<file path="config.mk">
export PLATFORM = sky130hd
export DESIGN_NAME = fib_bcd_conv
export DESIGN_NICKNAME = d
export VERILOG_FILES = /design/src/rtl/fib_bcd_conv.sv
export SDC_FILE = /design/constraint.sdc
export NUM_CORES = 1
export LEC_CHECK = 0
export ABC_AREA = 1
export CAP_MARGIN = 20
export CORE_UTILIZATION = 50
export DETAILED_ROUTE_END_ITERATION = 7
export PLACE_DENSITY = 0.8
export SKIP_CTS_REPAIR_TIMING = 1
export SLEW_MARGIN = 5
export SYNTH_ARGS = -nofsm -noshare
export SYNTH_HDL_FRONTEND = slang
export SYNTH_SLANG_ARGS = --single-unit
</file>
<file path="constraint.sdc">
create_clock -name clk -period 4.65 [get_ports clk]
set_input_delay 0.6975 -clock clk [delete_from_list [all_inputs] [get_ports clk]]
set_output_delay 0.6975 -clock clk [all_outputs]
set_load 0.05 [all_outputs]
</file>
<file path="src/rtl/fib_bcd_conv.sv">
// fib_bcd_conv: captures Fibonacci terms on in_valid and converts them to packed BCD
// with a bit-serial shift-add-3 engine. While busy, one pending term is held; the
// latest strobe wins.
module fib_bcd_conv #(
  parameter int WIDTH  = 16,
  parameter int DIGITS = 5
) (
  input  logic                  clk,
  input  logic                  rst,
  input  logic                  in_valid,
  input  logic [WIDTH-1:0]      in_data,
  output logic                  busy,
  output logic                  bcd_valid,
  output logic [4*DIGITS-1:0]   bcd_out
);

  localparam int BW = 4 * DIGITS;
  localparam int CW = $clog2(WIDTH + 1);

  typedef enum logic [1:0] {IDLE, SHIFT, DONE} state_t;

  state_t           state;
  logic [WIDTH-1:0] bin_sr;
  logic [BW-1:0]    bcd_sr;
  logic [CW-1:0]    cnt;
  logic             pend;
  logic [WIDTH-1:0] pend_data;

  logic [BW-1:0]    adj;
  logic [BW-1:0]    nxt_bcd;
  logic [WIDTH-1:0] nxt_bin;
  logic [WIDTH-1:0] restart_data;

  // Per-digit add-3 correction; 4-bit, no carry between digits.
  for (genvar d = 0; d < DIGITS; d++) begin : g_dig
    assign adj[4*d +: 4] = (bcd_sr[4*d +: 4] >= 4'd5) ? bcd_sr[4*d +: 4] + 4'd3
                                                       : bcd_sr[4*d +: 4];
  end

  // One left shift of {bcd,bin}; the bit leaving the top digit is dropped.
  assign nxt_bcd = {adj[BW-2:0], bin_sr[WIDTH-1]};
  assign nxt_bin = {bin_sr[WIDTH-2:0], 1'b0};

  // A strobe landing in DONE is newer than anything pending, so it takes priority.
  assign restart_data = in_valid ? in_data : pend_data;

  // Conversion FSM with registered outputs and single-entry pending slot.
  always_ff @(posedge clk or negedge rst) begin
    if (!rst) begin
      state     <= IDLE;
      busy      <= 1'b0;
      bcd_valid <= 1'b0;
      bcd_out   <= '0;
      bin_sr    <= '0;
      bcd_sr    <= '0;
      cnt       <= '0;
      pend      <= 1'b0;
      pend_data <= '0;
    end else begin
      bcd_valid <= 1'b0;
      case (state)
        IDLE: begin
          if (in_valid) begin
            bin_sr <= in_data;
            bcd_sr <= '0;
            cnt    <= CW'(WIDTH);
            busy   <= 1'b1;
            state  <= SHIFT;
          end
        end
        SHIFT: begin
          bcd_sr <= nxt_bcd;
          bin_sr <= nxt_bin;
          cnt    <= cnt - CW'(1);
          if (cnt == CW'(1)) state <= DONE;
          if (in_valid) begin
            pend      <= 1'b1;
            pend_data <= in_data;
          end
        end
        DONE: begin
          bcd_out   <= bcd_sr;
          bcd_valid <= 1'b1;
          if (pend || in_valid) begin
            bin_sr <= restart_data;
            bcd_sr <= '0;
            cnt    <= CW'(WIDTH);
            pend   <= 1'b0;
            state  <= SHIFT;
          end else begin
            busy  <= 1'b0;
            state <= IDLE;
          end
        end
        default: begin
          busy  <= 1'b0;
          state <= IDLE;
        end
      endcase
    end
  end

endmodule

</file>
**Word level (Yosys, flattened, before mapping)**

Index checks and enable logic that the tools add are counted.

- Input bits: 19
- Bits in registers: 82
- Output and inout port bits: 22
- Logic and storage cells: 62

- Equal/unequal tests: 8
- Bitwise gates (word level): 1
- Reductions and logical operators: 8
- Mux-type cells: 25
- Add/subtract/negate cells: 6
- Order comparisons: 5

Operators by type and width:

| operator | count |
|---|---|
| case mux 20 bit (3 select lines) | 1 |
| 2-to-1 mux 16 bit | 3 |
| case mux 16 bit (3 select lines) | 1 |
| 2-to-1 mux 20 bit | 2 |
| >= comparator 4 x 3 -> 1 bit, second input constant | 5 |
| adder 4 x 2 -> 4 bit, second input constant | 4 |
| 2-to-1 mux 4 bit | 4 |
| case mux 5 bit (3 select lines) | 1 |
| 2-to-1 mux 5 bit | 2 |
| != test 2 bit, second input constant | 5 |
| AND reduction 3 bit | 3 |
| case mux 2 bit (3 select lines) | 1 |
| == test 5 x 1 -> 1 bit, second input constant | 1 |
| 2-to-1 mux 1 bit | 5 |
| subtractor 5 x 1 -> 5 bit, second input constant | 1 |
| 2-to-1 mux 2 bit | 2 |
| adder 3 x 2 -> 3 bit, second input constant | 1 |
| 2-to-1 mux 3 bit | 1 |
| case mux 1 bit (3 select lines) | 1 |
| nonzero test 3 bit | 1 |
| == test 2 x 1 -> 1 bit, second input constant | 1 |
| == test 2 bit, second input constant | 1 |
| zero test 2 bit | 1 |
| case mux 1 bit (2 select lines) | 1 |
| 4 further kinds | 4 |

**Longest topological paths before layout**

Gate-level depths: netlist of the first run.

- Depth in word-level cells: 3
- Depth in mapped cells: 10
- Gate-level depth less buffers: 9

**Worst setup path before layout of the first run**

No wires, ideal clock.

- Path type: register to register
- Start point: register state[0]
- End point: register bin_sr[10]
- Path slack: 3.140 ns
- Data required time: 4.533 ns
- Data arrival time: 1.393 ns
- Library setup time: 0.117 ns
- Buffers on the path: 2
- Period minus slack after synthesis: 1.510 ns
- Stages on the path, launching flop included: 11
- Cell sequence: dfrtp_1 inv_1 ha_1 buf_4 nand2_1 inv_1 buf_4 o211ai_1 nand2_1 nand2_1 nand2_1

- Word-level cells in the longest chain between the ends: 3
- Elaborated cells on any way between the ends: 8
- Classes of those cells: eq/ne (4); mux (1); reduce/logical (3)

RTL lines:

| what | line | source |
|---|---|---|
| start: declaration | 22 | `state_t state;` |
| start signal: assignment | 50 | `state <= IDLE;` |
| start signal: assignment | 68 | `state <= SHIFT;` |
| start signal: assignment | 75 | `if (cnt == CW'(1)) state <= DONE;` |
| == test 2 bit, or another cell as far along | 61 | `case (state)` |
| != test 2 bit (no source line) or nonzero test 3 bit (tied branches) | - |  |
| AND reduction 3 bit (no source line) | - |  |
| end signal: assignment | 64 | `bin_sr <= in_data;` |
| end signal: assignment | 73 | `bin_sr <= nxt_bin;` |
| end signal: assignment | 85 | `bin_sr <= restart_data;` |
| end: declaration | 23 | `logic [WIDTH-1:0] bin_sr;` |

Several ways; a longest one is shown, not always the timed one.
A chain may end at the register's enable or synchronous reset.

**Worst setup path in the final report of the first run**

- Start point: input in_valid
- End point: register bcd_sr[13]

- Word-level cells in the longest chain between the ends: 3
- Elaborated cells on any way between the ends: 4
- Classes of those cells: eq/ne (2); reduce/logical (2)

RTL lines:

| what | line | source |
|---|---|---|
| start: declaration | 10 | `input logic in_valid,` |
| logical OR 1 bit | 84 | `if (pend \|\| in_valid) begin` |
| != test 2 bit (no source line) | - |  |
| AND reduction 3 bit (no source line) * | - |  |
| end signal: assignment | 72 | `bcd_sr <= nxt_bcd;` |
| end: declaration | 24 | `logic [BW-1:0] bcd_sr;` |

Mark *: on every way between the ends. The rest lies on a longest branch, timed or not.

==> results of run 1 <==
## layout by cell type, fill, tap and decap left out, types with 2 or more instances in the layout
cell type        Yosys  routed
o21ai_0             62      62
ha_1                17      17
buf_4                3       4
nor2_1              12      12
nor2_4               2       2
a21oi_1              4       4
clkinv_2             0       2
o21ai_2              6       6
nand4_1             11      11
inv_1               76      76
clkbuf_8             0       9
nand3_1             37      37
o211ai_1            14      14
nand2_1            224     224
nand2_2              7       7
clkdlybuf4s50_1      0      39
dfrtp_1             82      82
## path summary, 6_finish.rpt
path,end,slack (ps),cells past startpoint
max reg2reg,bcd_sr[13],2290,6
min in group clk,bcd_out[5],490,2
min,bcd_out[4],210,1
max,bcd_sr[13],2070,8
min reg2reg,bcd_out[5],490,2
max in group asynchronous,bin_sr[4],3850,2
## state kept, by name, summed over array words and instances (netlist names)
signal / cells
bcd_valid: 1
pend_data: 16
bcd_out: 20
state: 2
cnt: 5
pend: 1
bin_sr: 16
bcd_sr: 20
busy: 1
## per-stage QoR
step	power [W]	hold slack [ps]	setup slack, ps	cell area (sq um)	std cells
floorplan	0.001845	401.9	3140	4482	586
global placement	0.001972	449.4	1811	4852	711
detailed placement	0.002014	464.1	1723	4852	711
CTS	0.002544	486.5	2081	5052	727
global route	0.002734	199.3	1911	5080	728
finish	0.002525	208.5	2070	5080	728
## per-layer routing
| metal | wire [microns] | part of all wire, % |
|---|---|---|
| met4 | 127 | 1.5 |
| met5 | 0 | 0 |
| met3 | 403 | 4.6 |
| met2 | 4115 | 47 |
| met1 | 4071 | 47 |
## cell families (layout without fill, tap and decap cells)
group	count (synthesis)	in the layout	synth area share, %
simple gates	295	295	27.55
buf+inv	104	138	10.72
compound gates	87	87	11.00
flops	82	82	45.78
fa+ha+maj	17	17	4.746
xor+xnor	1	1	0.1955
## Yosys cell counts
cell        n  area [sq um]
nand4_1    11         68.82
o21ai_2     6         52.55
nand3_1    37         185.2
o211ai_1   14         105.1
ha_1       17         212.7
inv_4       1         6.260
o21ai_0    62         310.3
nor2_1     12         45.04
nand2_4     1         11.26
clkinv_1    1         3.750
buf_12      1         20.02
nand2_2     7         43.79
buf_4       3         22.52
a21oi_1     4         20.02
nand3_4     1         17.52
inv_1      76         285.3
dfrtp_1    82          2052
buf_6       5         56.30
nand2_1   224         840.8
buf_8       1         15.01
nor2_4      2         22.52
xor2_1      1         8.760
buf_2       9         45.04
clkbuf_1    7         26.28
o21ai_1     1         5.000
## worst reg2reg max path, delay by kind of cell, from the launching register on
kind | cells | cell delay [ps]
fa+ha+maj | 1 | 850
buf+inv | 2 | 420
flops | 1 | 430
simple gates | 3 | 590
## final cells by class
class	instances	area, sq um
Clock buffer	9	123.9
Clock inverter	7	76.32
Fill cell	818	3598
Inverter	78	295.3
Multi-Input combinational cell	400	1949
Sequential cell	82	2052
Tap cell	108	135.1
Timing Repair Buffer	44	447.9
## where the power goes
part	total (W)	switching, W	internal [W]
registers	0.00102	0.000123	0.000902
logic	0.000982	0.000667	0.000314
clock network	0.000519	0.000266	0.000253
total	0.00253	0.00106	0.00147
==> flow_summary.ini, run 1 <==
[sta]
timing.fmax_ghz = 0.3876
rsz0062_at_grt = false
worst_pin_slew_ps = 1031
fin_setup_tns_ps = 0
slew_violations = 0
min_period_over_period_pct = 55.48
finClkSkew_ps = 11.28
finalSetupViolCount = 0
finalHoldViolations = 0
relSlewSlack_pct = 31.24
period_needed_ps = 2580

[grt]
grt_pass1_vias = 3605
grt_first_pass_wirelength_microns = 15500
grt_usage_pct = 20.00
grt_max_degree = 83
grt.overflow.total = 0
met3_usage_pct = 4.335
grtUsageMet2_pct = 34.34
busiest_layer = met2
antenna_found_initial = 0
use_met1_pct = 24.77

[worst_setup_path]
critPathSlowestCell = nor2_4
crit_path_start = in_valid
cp_common_cell = nand2_1
endpoint_kind = flop
crit_buf_inv = 3
worst_setup_path_start_kind = primary input
r2r_start = state[1]
cp_slowest_stage_delay_ps = 530
path_cells = clkdlybuf4s50_1 > buf_4 > inv_4 > nand2_4 > nand3_4 > nor2_4 > nand2_1 > nand2_1
cp.arrival_ps = 2870
worstPathRequired_ps = 4940
path_max_fanout = 47
path_delay_family = simple AND/OR/NAND/NOR gates
worstSetupPathType = in2reg

[route]
via_per_inst = 5.139
dr.pass1.iters = 4
drt-total-wl_microns = 8718
routedWlPerCell_microns = 11.98
vias = 3741
drt_iter0_markers = 187
ant_nets = 0
drc = 0

[yosys]
avgSynthCellArea_sq_um = 7.648
ys_ff_latch = 82
ys_warn_count = 0
synth_area_sq_um = 4482
synth_nets = 622
syn_inst = 586
synth.distinct_cells = 25
yosysSeqAreaShare_pct = 45.78

[floorplan]
die_w_microns = 96.68
num_rows = 34
start_util_pct = 51.64
core_sq_um = 8678
die_h_microns = 96.68
dieArea_sq_um = 9346
pin_count = 41

[placed_design]
place_hpwl_microns = 5896
gp_congestion = 0.8602
numPortBuffers = 40

[power_and_ir_drop]
peakVddDrop_mv = 0.3348
p_leak_nw = 2.619
power_per_cell_area_nw_per_um2 = 497.1

[cts]
cts_tree = built
clk_pin_slew_worst_paths_ps = 90
cts_root_buffer = clkbuf_8
cts_made_buffers = 9
insertion_delay_ps = 350
cts.sinks = 82
clk_path_buf_depth = 2
htree_levels = 3

[cells_and_area]
nets = 651
synthToLayoutAreaGrowth_pct = 13.34
n_antenna_cell = 0
drive_gt1_share_pct = 6.290
utilization_pct = 58.54

[run]
drv_cap = 0

[status]
status = finished, final reports clean

[min_path]
hold_class = in2async
Power figures use the tool's default switching activity.
==> inputs of run 2 (changes only) <==
- clock period: 4.65 -> 2.7 ns (I/O delays scaled with it)
==> run 2 against run 1 <==
Net effect:
- wire length rose by 4.0%
- design area rose by 1.1%
- worst hold slack got worse by 170 ps
- sequential share of layout area fell by 0.44 points
- setup slack got worse by 1400 ps
- core utilization rose by 0.65 points
- clock skew rose by 2.0 ps
- critical path depth fell by 2
- non-clock buffer count rose by 6
- total power rose by 81%
- critical endpoint is now bcd_out[11]
- largest cell class unchanged
- highest routed layer unchanged
==> flow_summary.ini, run 2 (same netlist as run 1, synthesis figures left out) <==
[status]
status = finished, final reports clean

[cts]
insertion_delay_ps = 360
cts.sinks = 82
cts_root_buffer = clkbuf_8
htree_levels = 3
clk_path_buf_depth = 2
cts_made_buffers = 9
clk_pin_slew_worst_paths_ps = 90
cts_tree = built

[cells_and_area]
synthToLayoutAreaGrowth_pct = 14.60
fillCellCount = 781
seq_area_sq_um = 2052
layout_common_cells = nand2_1, dfrtp_1, inv_1, o21ai_0, clkdlybuf4s50_1
n_antenna_cell = 0
top_regs = bcd_out x20, bcd_sr x20
nets = 657
fin_cells = 733
multi_input_area_sq_um = 1949
drive_gt1_share_pct = 6.880
layout_commonest_cell = nand2_1

[route]
dr.pass1.iters = 5
vias = 3785
drt-total-wl_microns = 9069
drt_iter0_markers = 243
via_per_inst = 5.164
routedWlPerCell_microns = 12.37
drc = 0
ant_nets = 0

[power_and_ir_drop]
power_per_cell_area_nw_per_um2 = 887.7
p_leak_nw = 2.655
peakVddDrop_mv = 0.5378

[sta]
period_needed_ps = 2024
finClkSkew_ps = 13.27
min_period_over_period_pct = 74.95
rsz0062_at_grt = false
finalHoldViolations = 0
finalSetupViolCount = 0
worst_pin_slew_ps = 869.5
timing.fmax_ghz = 0.4942
slew_violations = 0
fin_setup_tns_ps = 0
relSlewSlack_pct = 41.97

[grt]
antenna_found_initial = 0
grt_pass1_vias = 3564
grt_max_degree = 49
grt_usage_pct = 20.88
grt_first_pass_wirelength_microns = 16200
grt.overflow.total = 0

[placed_design]
place_hpwl_microns = 6298
gp_congestion = 0.8073
placed_cells = 718
numPortBuffers = 40

[worst_setup_path]
cp.arrival_ps = 2280
worst_setup_path_start_kind = flop
worstPathRequired_ps = 2960
worstSetupPathType = reg2reg
rr_endpoint = bcd_out[11]
r2r_start = state[0]
path_max_fanout = 35
r2r_slack_ps = 680
endpoint_kind = flop
reg2reg_depth = 6

[floorplan]
die_h_microns = 96.68
dieArea_sq_um = 9346
die_w_microns = 96.68
num_rows = 34
core_sq_um = 8678
pin_count = 41
start_util_pct = 51.64

[min_path]
hold_class = in2async

[run]
drv_cap = 0
run 2: report_power, final:
part | switching [W] | internal (W) | total, W
registers | 0.000212 | 0.00155 | 0.00177
logic | 0.00116 | 0.000578 | 0.00174
clock network | 0.000446 | 0.000610 | 0.00106
run 2: worst max-delay path: stages (launching register included):
cell and delay [ps]:
dfrtp_1 430, inv_1 90, ha_1 330, inv_1 680, buf_4 270, nand2_1 50
o21ai_0 80
run 2: worst max path at each step:
stage / start / slack, ps / end / cells after the start
3_5_place_dp: in_valid / 560 / bcd_sr[9] / 7
3_3_place_gp: in_valid / 630 / bcd_sr[8] / 7
4_1_cts: state[0] / 650 / bcd_out[11] / 6
5_1_grt: state[0] / 410 / bcd_out[11] / 6
2_1_floorplan: state[0] / 1190 / bin_sr[10] / 10
6_report: state[0] / 680 / bcd_out[11] / 6
run 2: metrics by stage:
step | cell area [sq um] | utilization [%] | hold WS (ps) | worst slack, ps | total power [W]
finish | 5136 | 59.18 | 35.40 | 676.3 | 0.004559
floorplan | 4482 | - | 109.4 | 1190 | 0.003177
global route | 5136 | 59.18 | 93.80 | 411.1 | 0.004937
CTS | 5136 | 59.18 | 72.57 | 647.4 | 0.004587
global placement | 4905 | 56.52 | 455.6 | 632.2 | 0.003453
detailed placement | 4905 | 56.52 | 463.2 | 555.8 | 0.003528
run 2: cell type report:
class	count	share of cell area, %
inverter	78	5.749
sequential	82	39.95
clock inverter	5	2.022
tap	108	2.631
multi-input combinational	400	37.95
timing repair buffer	50	9.208
clock buffer	10	2.485
run 2: per-layer routing:
metal | share of wire [%] | GRT usage, %
met4 | 1.5 | 7.463
met5 | 0 | 0
met1 | 46 | 28.02
met2 | 48 | 34.83
met3 | 4.2 | 2.673
